## src/rtl/uart_pkg.sv

```systemverilog
// Shared definitions for the AXI-Stream UART transmitter: frame states,
// data width, idle line level and the baud divisor helper.
package uart_pkg;

    localparam int   DATA_BITS       = 8;
    localparam logic UART_IDLE_LEVEL = 1'b1;

    typedef enum logic [2:0] {
        IDLE   = 3'd0,
        START  = 3'd1,
        DATA   = 3'd2,
        PARITY = 3'd3,
        STOP   = 3'd4
    } tx_state_t;

    function automatic int clks_per_bit(input int clk_freq, input int baud);
        return clk_freq / baud;
    endfunction

endpackage

```

## src/rtl/axis_sync_fifo.sv

```systemverilog
// Single-clock first-word-fall-through FIFO; rdata always shows the oldest entry.
// full_nxt gives the full flag as it will be after the current edge.
module axis_sync_fifo
    import uart_pkg::*;
#(
    parameter int DATA_W = 8,
    parameter int DEPTH  = 16
)(
    input  logic              clk,
    input  logic              rst_n,
    input  logic              push,
    input  logic [DATA_W-1:0] wdata,
    input  logic              pop,
    output logic [DATA_W-1:0] rdata,
    output logic              full,
    output logic              empty,
    output logic              full_nxt
);

    localparam int AW = $clog2(DEPTH);
    localparam logic [AW:0] CNT_FULL = (AW+1)'(DEPTH);

    logic [DATA_W-1:0] mem [DEPTH];
    logic [AW-1:0]     wr_ptr;
    logic [AW-1:0]     rd_ptr;
    logic [AW:0]       count;
    logic [AW:0]       count_nxt;
    logic              wr_en;
    logic              rd_en;

    assign wr_en = push && !full;
    assign rd_en = pop && !empty;

    always_comb begin
        count_nxt = count;
        case ({wr_en, rd_en})
            2'b10:   count_nxt = count + 1'b1;
            2'b01:   count_nxt = count - 1'b1;
            default: count_nxt = count;
        endcase
    end

    assign full     = (count == CNT_FULL);
    assign empty    = (count == '0);
    assign full_nxt = (count_nxt == CNT_FULL);
    assign rdata    = mem[rd_ptr];

    // Pointers wrap naturally because DEPTH is a power of two.
    always_ff @(posedge clk) begin
        if (!rst_n) begin
            wr_ptr <= '0;
            rd_ptr <= '0;
            count  <= '0;
        end else begin
            if (wr_en) wr_ptr <= wr_ptr + 1'b1;
            if (rd_en) rd_ptr <= rd_ptr + 1'b1;
            count <= count_nxt;
        end
    end

    always_ff @(posedge clk) begin
        if (wr_en) mem[wr_ptr] <= wdata;
    end

endmodule

```

## src/rtl/axis_uart_tx.sv

```systemverilog
// AXI4-Stream slave to UART transmitter: buffers bytes and sends 8N1 frames on dout.
// Define PARITY_EN to insert an even-parity bit between the data bits and the stop bit.
module axis_uart_tx
    import uart_pkg::*;
#(
    parameter int CLK_FREQ     = 100_000_000,
    parameter int BAUD         = 115_200,
    parameter int CLKS_PER_BIT = clks_per_bit(CLK_FREQ, BAUD),
    parameter int FIFO_DEPTH   = 16
)(
    input  logic       S_AXIS_ACLK,
    input  logic       S_AXIS_ARESETN,
    input  logic [7:0] S_AXIS_TDATA,
    input  logic       S_AXIS_TVALID,
    output logic       S_AXIS_TREADY,
    input  logic       S_AXIS_TLAST,
    output logic       dout,
    output logic       tx_busy
);

    localparam int                 BCW       = $clog2(CLKS_PER_BIT);
    localparam logic [BCW-1:0]     BAUD_LAST = BCW'(CLKS_PER_BIT - 1);
    localparam logic [2:0]         BIT_LAST  = 3'(DATA_BITS - 1);

    tx_state_t            state;
    logic [BCW-1:0]       baud_cnt;
    logic [2:0]           bit_cnt;
    logic [DATA_BITS-1:0] shreg;
    logic                 dout_r;
    logic                 tready_r;
    logic                 fifo_avail_q;
    logic                 baud_tick;

    logic                 fifo_push;
    logic                 fifo_pop;
    logic                 fifo_full;
    logic                 fifo_empty;
    logic                 fifo_full_nxt;
    logic [DATA_BITS-1:0] fifo_rdata;
`ifdef PARITY_EN
    logic                 par_r;
`endif

    logic unused_inputs;
    assign unused_inputs = ^{S_AXIS_TLAST, fifo_full};

    axis_sync_fifo #(
        .DATA_W (DATA_BITS),
        .DEPTH  (FIFO_DEPTH)
    ) u_fifo (
        .clk      (S_AXIS_ACLK),
        .rst_n    (S_AXIS_ARESETN),
        .push     (fifo_push),
        .wdata    (S_AXIS_TDATA),
        .pop      (fifo_pop),
        .rdata    (fifo_rdata),
        .full     (fifo_full),
        .empty    (fifo_empty),
        .full_nxt (fifo_full_nxt)
    );

    assign baud_tick = (baud_cnt == BAUD_LAST);
    assign fifo_push = S_AXIS_TVALID && tready_r;

    // From IDLE the non-empty flag is seen one cycle late, so a fresh beat
    // starts its frame two edges after acceptance; STOP chains frames directly.
    always_comb begin
        fifo_pop = 1'b0;
        if (state == IDLE && fifo_avail_q)
            fifo_pop = 1'b1;
        if (state == STOP && baud_tick && !fifo_empty)
            fifo_pop = 1'b1;
    end

    always_ff @(posedge S_AXIS_ACLK) begin
        if (!S_AXIS_ARESETN) begin
            state        <= IDLE;
            baud_cnt     <= '0;
            bit_cnt      <= '0;
            dout_r       <= UART_IDLE_LEVEL;
            tready_r     <= 1'b0;
            fifo_avail_q <= 1'b0;
        end else begin
            tready_r     <= !fifo_full_nxt;
            fifo_avail_q <= !fifo_empty;
            baud_cnt     <= baud_tick ? '0 : baud_cnt + 1'b1;
            if (fifo_pop) begin
                state    <= START;
                baud_cnt <= '0;
                dout_r   <= 1'b0;
            end else begin
                case (state)
                    IDLE: begin
                        baud_cnt <= '0;
                        dout_r   <= UART_IDLE_LEVEL;
                    end
                    START: begin
                        if (baud_tick) begin
                            state   <= DATA;
                            bit_cnt <= '0;
                            dout_r  <= shreg[0];
                        end
                    end
                    DATA: begin
                        if (baud_tick) begin
                            if (bit_cnt == BIT_LAST) begin
`ifdef PARITY_EN
                                state  <= PARITY;
                                dout_r <= par_r;
`else
                                state  <= STOP;
                                dout_r <= UART_IDLE_LEVEL;
`endif
                            end else begin
                                bit_cnt <= bit_cnt + 1'b1;
                                dout_r  <= shreg[1];
                            end
                        end
                    end
`ifdef PARITY_EN
                    PARITY: begin
                        if (baud_tick) begin
                            state  <= STOP;
                            dout_r <= UART_IDLE_LEVEL;
                        end
                    end
`endif
                    STOP: begin
                        if (baud_tick) begin
                            state  <= IDLE;
                            dout_r <= UART_IDLE_LEVEL;
                        end
                    end
                    default: begin
                        state  <= IDLE;
                        dout_r <= UART_IDLE_LEVEL;
                    end
                endcase
            end
        end
    end

    // Shift register advances at each bit boundary; dout already holds the next bit.
    always_ff @(posedge S_AXIS_ACLK) begin
        if (fifo_pop) begin
            shreg <= fifo_rdata;
`ifdef PARITY_EN
            par_r <= ^fifo_rdata;
`endif
        end else if (state == DATA && baud_tick) begin
            shreg <= shreg >> 1;
        end
    end

    assign S_AXIS_TREADY = tready_r;
    assign dout          = dout_r;
    assign tx_busy       = (state != IDLE) || !fifo_empty;

endmodule
```

## config.mk

```make
export PLATFORM = sky130hd
export DESIGN_NAME = axis_uart_tx
export DESIGN_NICKNAME = d
export VERILOG_FILES = /design/src/rtl/uart_pkg.sv /design/src/rtl/axis_sync_fifo.sv /design/src/rtl/axis_uart_tx.sv
export SDC_FILE = /design/constraint.sdc
export NUM_CORES = 1
export LEC_CHECK = 0
export CAP_MARGIN = 20
export CORE_MARGIN = 1
export CORE_UTILIZATION = 49
export CTS_CLUSTER_DIAMETER = 40
export DETAILED_ROUTE_END_ITERATION = 7
export PLACE_DENSITY = 0.74
export SLEW_MARGIN = 10
export SYNTH_ARGS = -nofsm -noshare
export SYNTH_HDL_FRONTEND = slang
export SYNTH_SLANG_ARGS = --single-unit
```

## constraint.sdc

```tcl
create_clock -name S_AXIS_ACLK -period 5 [get_ports S_AXIS_ACLK]
set_clock_uncertainty 0.2 [all_clocks]
set_input_delay 1 -clock S_AXIS_ACLK [delete_from_list [all_inputs] [get_ports S_AXIS_ACLK]]
set_output_delay 1 -clock S_AXIS_ACLK [all_outputs]
set_load 0.02 [all_outputs]
```

==> run_results.csv <==
group,metric,value,unit
timing,finalMaxSlewViolations,0,
clock_tree,post_cts_resize_count,0,
setup_path,crit_path_end,"S_AXIS_TREADY",
power,power.static_leakage,2.57,nW
logic_synthesis,yosys.cell_types.count,54,
power,total_power,3.43,mW
layout,syn_to_final_growth,13.3,%
die,die-area,15100,sq um
logic_synthesis,synth-main-ff-cell,"edfxtp_1",
logic_synthesis,synthesis.instances,437,
drt,viasPerCell,5.79,
setup_path,cp_startpoint,"S_AXIS_TVALID",
setup_path,ff2ff_path_depth,11,
setup_path,worst-r2r-setup-slack,1.42,ns
die,core_area,14100,sq um
die,floorplan.die.width,123,um
place,pre_cts_slack,1.03,ns
drt,drc,0,
timing,final_setup_viols,0,
logic_synthesis,count_of_state_elements_after_synthesis,172,
logic_synthesis,async_set_reset_flop_share_out_of_synthesis,0,
grt,largest_net_degree_at_the_start_of_global_routing,33,
die,start_util,0.508,
setup_path,rr_startpoint,"baud_cnt[7]",
setup_path,cp_max_fo,9,
drt,antenna_violating_nets_post_route,0,
place,placed_cells,614,
drt,via_count,3743,
timing,max_slew.worst_pin.slew,0.957,ns
clock_tree,cts_made_buffers,17,
clock_tree,largest_buffer_count_on_any_clock_path,2,
clock_tree,cts_root_buffer,"clkbuf_16",
grt,global_route.usage.met3,0.0484,
grt,grt_util_all_layers,0.191,
timing,max_slew_margin,0.362,
place,place.gp.congestion,0.781,
timing,max_freq,279,MHz
setup_path,critical_path_required,5.12,ns
logic_synthesis,ys_seq_area_frac,0.670,
drt,drt_pass1_iterations,6,
drt,drtIter0Drc,310,
timing,rsz_0062_raised_after_global_routing,"no",
layout,antennaDiodeCount,0,
die,num_io_pins,15,
setup_path,timing_worst_setup_path_type,"primary input to flip-flop",
timing,fin_setup_tns,0,ns
clock_tree,cts_setup_buffers,0,
place,port_buffers,13,
layout,regArea,4810,sq um
clock_tree,cts_tree,"yes",
logic_synthesis,synthesis.area,7170,sq um
layout,final_common_cell,"edfxtp_1",
grt,grt_use_met1,0.251,
setup_path,crit_path_start_kind,"primary input",
layout,final_cell_count_no_fill,646,
power,total_power_divided_by_cell_area,423,nW/um^2
timing,report.final.hold_viol_count,0,
drt,routed_wl,13000,um
grt,grt_pass1_vias,3739,
layout,commonest_cells_after_routing_fill_and_taps_aside,"edfxtp_1, mux4_2, dfxtp_1, nor2_1, and2_1",
grt,grt.overflow.total,0,
drt,avgRoutedWirePerCell,20.1,um
logic_synthesis,synth_nets,459,
layout,nets,475,
logic_synthesis,synth_edf_count,136,
logic_synthesis,post_synth.cell_area_avg,16.4,sq um
clock_tree,cts_max_level,4,
layout,finish.utilization,0.576,
setup_path,worstSetupEndpointType,"flip-flop",
die,num_rows,43,
die,die-height,123,um
setup_path,arrival,3.71,ns
worst_hold_path,hold_path.class,"flip-flop to flip-flop",
power,vdd_ir_drop_max,0.325,mV
grt,met2_usage,0.312,
layout,area_taken_by_multi_input_logic_gates,2230,sq um
setup_path,r2r-end,"S_AXIS_TREADY",
timing,min_period_over_period,0.717,
grt,number_of_antenna_violations_at_the_first_check_in_global_routing,1,
grt,busiest_layer,"met2",
clock_tree,cts_stage_hold_buffer_count,0,
clock_tree,cts.sinks,172,
layout,filler_cell_count,1023,
grt,global_route_wire_length_before_repair,20500,um
logic_synthesis,yosys_warnings,0,
worst_hold_path,worstHoldPathCells,1,
place,detailed_place_hpwl,8130,um
clock_tree,clk_pin_slew_worst_paths,0.07,ns
timing,min_period,3.59,ns
flow_run,drv.max_cap_violation_count,0,
status,run_status,"finished, final reports clean",
timing,worst_slack,1.41,ns
layout,drive_gt1_frac,0.202,
clock_tree,clock_latency,0.43,ns
## synthesized netlist by cell type (2+ instances only)
cell       instances  area, sq um
edfxtp_1         136         4080
inv_1              6         22.5
mux2i_1            2         20.0
o21a_1             2         15.0
nor2b_1            8         50.1
xor2_1             8         70.1
buf_2              6         30.0
buf_1              2         7.51
nand3b_1           4         30.0
nand2_1           16         60.1
and2_1            18          113
nor3_1             8         40.0
dfxtp_1           36          721
xnor2_1           11         96.3
ha_1              10          125
a21oi_1            8         40.0
o21ai_0            3         15.0
clkbuf_1          13         48.8
nand3_1            7         35.0
nand4_1            2         12.5
buf_6              2         22.5
mux4_2            40          901
nand2b_1          10         62.6
nor3b_1            3         22.5
a211oi_1           3         22.5
a32oi_1            2         17.5
mux2_2             7         78.8
o211ai_1           2         15.0
a31oi_1            2         12.5
nand4bb_1          2         22.5
nor2_1            35          131
## metal layers
| metal | part of all wire | vias to the layer above |
|---|---|---|
| met4 | 0.013 | 0 |
| met5 | 0 | - |
| met3 | 0.055 | 16 |
| met2 | 0.49 | 127 |
| met1 | 0.44 | 1889 |
| li1 | - | 1711 |
## through the flow
step                      hold slack (ns)  instance area (sq um)
after floorplan                     0.226                   7170
final                               0.257                   8120
after detailed placement            0.247                   7470
after global placement              0.239                   7470
after global routing                0.306                   8120
after CTS                           0.262                   8120
## area by class of cell
class,instances,share of cell area
Clock buffer,17,0.0524
Sequential cell,172,0.592
Tap cell,180,0.0277
Multi-Input combinational cell,236,0.275
Inverter,6,0.00277
Clock inverter,15,0.0283
Timing Repair Buffer,20,0.0225
## how the worst min path moves through the flow
stage          slack [ns]        start           to
3_3_place_gp         0.24  baud_cnt[0]  baud_cnt[0]
5_1_grt              0.31  baud_cnt[0]  baud_cnt[0]
3_5_place_dp         0.25  baud_cnt[0]  baud_cnt[0]
4_1_cts              0.26  baud_cnt[0]  baud_cnt[0]
2_1_floorplan        0.23  baud_cnt[0]  baud_cnt[0]
6_report             0.26  baud_cnt[0]  baud_cnt[0]
## where the power goes
part | internal [mW] | leakage, nW | total, mW | switching, mW
sequential | 1.60 | 1.52 | 1.65 | 0.0521
combinational | 0.176 | 0.743 | 0.340 | 0.164
clock | 0.857 | 0.311 | 1.44 | 0.587
## critical path: stages
cell,delay [ns]
clkdlybuf4s50_1,0.43
a211oi_1,0.25
mux2_4,0.21
and2_1,0.36
xor2_1,0.13
ha_1,0.25
or3_1,0.32
a21boi_0,0.19
o21ai_0,0.11
and4_1,0.18
o31a_1,0.27
## cell families (layout without fill, tap and decap cells)
| logic type | Yosys count | after routing | synth area share |
|---|---|---|---|
| mux | 50 | 50 | 0.142 |
| xor+xnor | 19 | 19 | 0.0232 |
| simple gates | 122 | 122 | 0.0929 |
| fa+ha+maj | 10 | 10 | 0.0175 |
| compound gates | 35 | 35 | 0.0361 |
| buf+inv | 29 | 58 | 0.0183 |
| flops | 172 | 172 | 0.670 |
## flip-flops by register name, summed over array words and instances (netlist names), 3 cells and up, named ones only
| signal | flops |
|---|---|
| shreg | 8 |
| u_fifo.wr_ptr | 4 |
| state | 3 |
| u_fifo.rd_ptr | 4 |
| baud_cnt | 10 |
| bit_cnt | 3 |
| u_fifo.count | 5 |
| u_fifo.mem | 128 |
(Power assumes the default switching activity.)
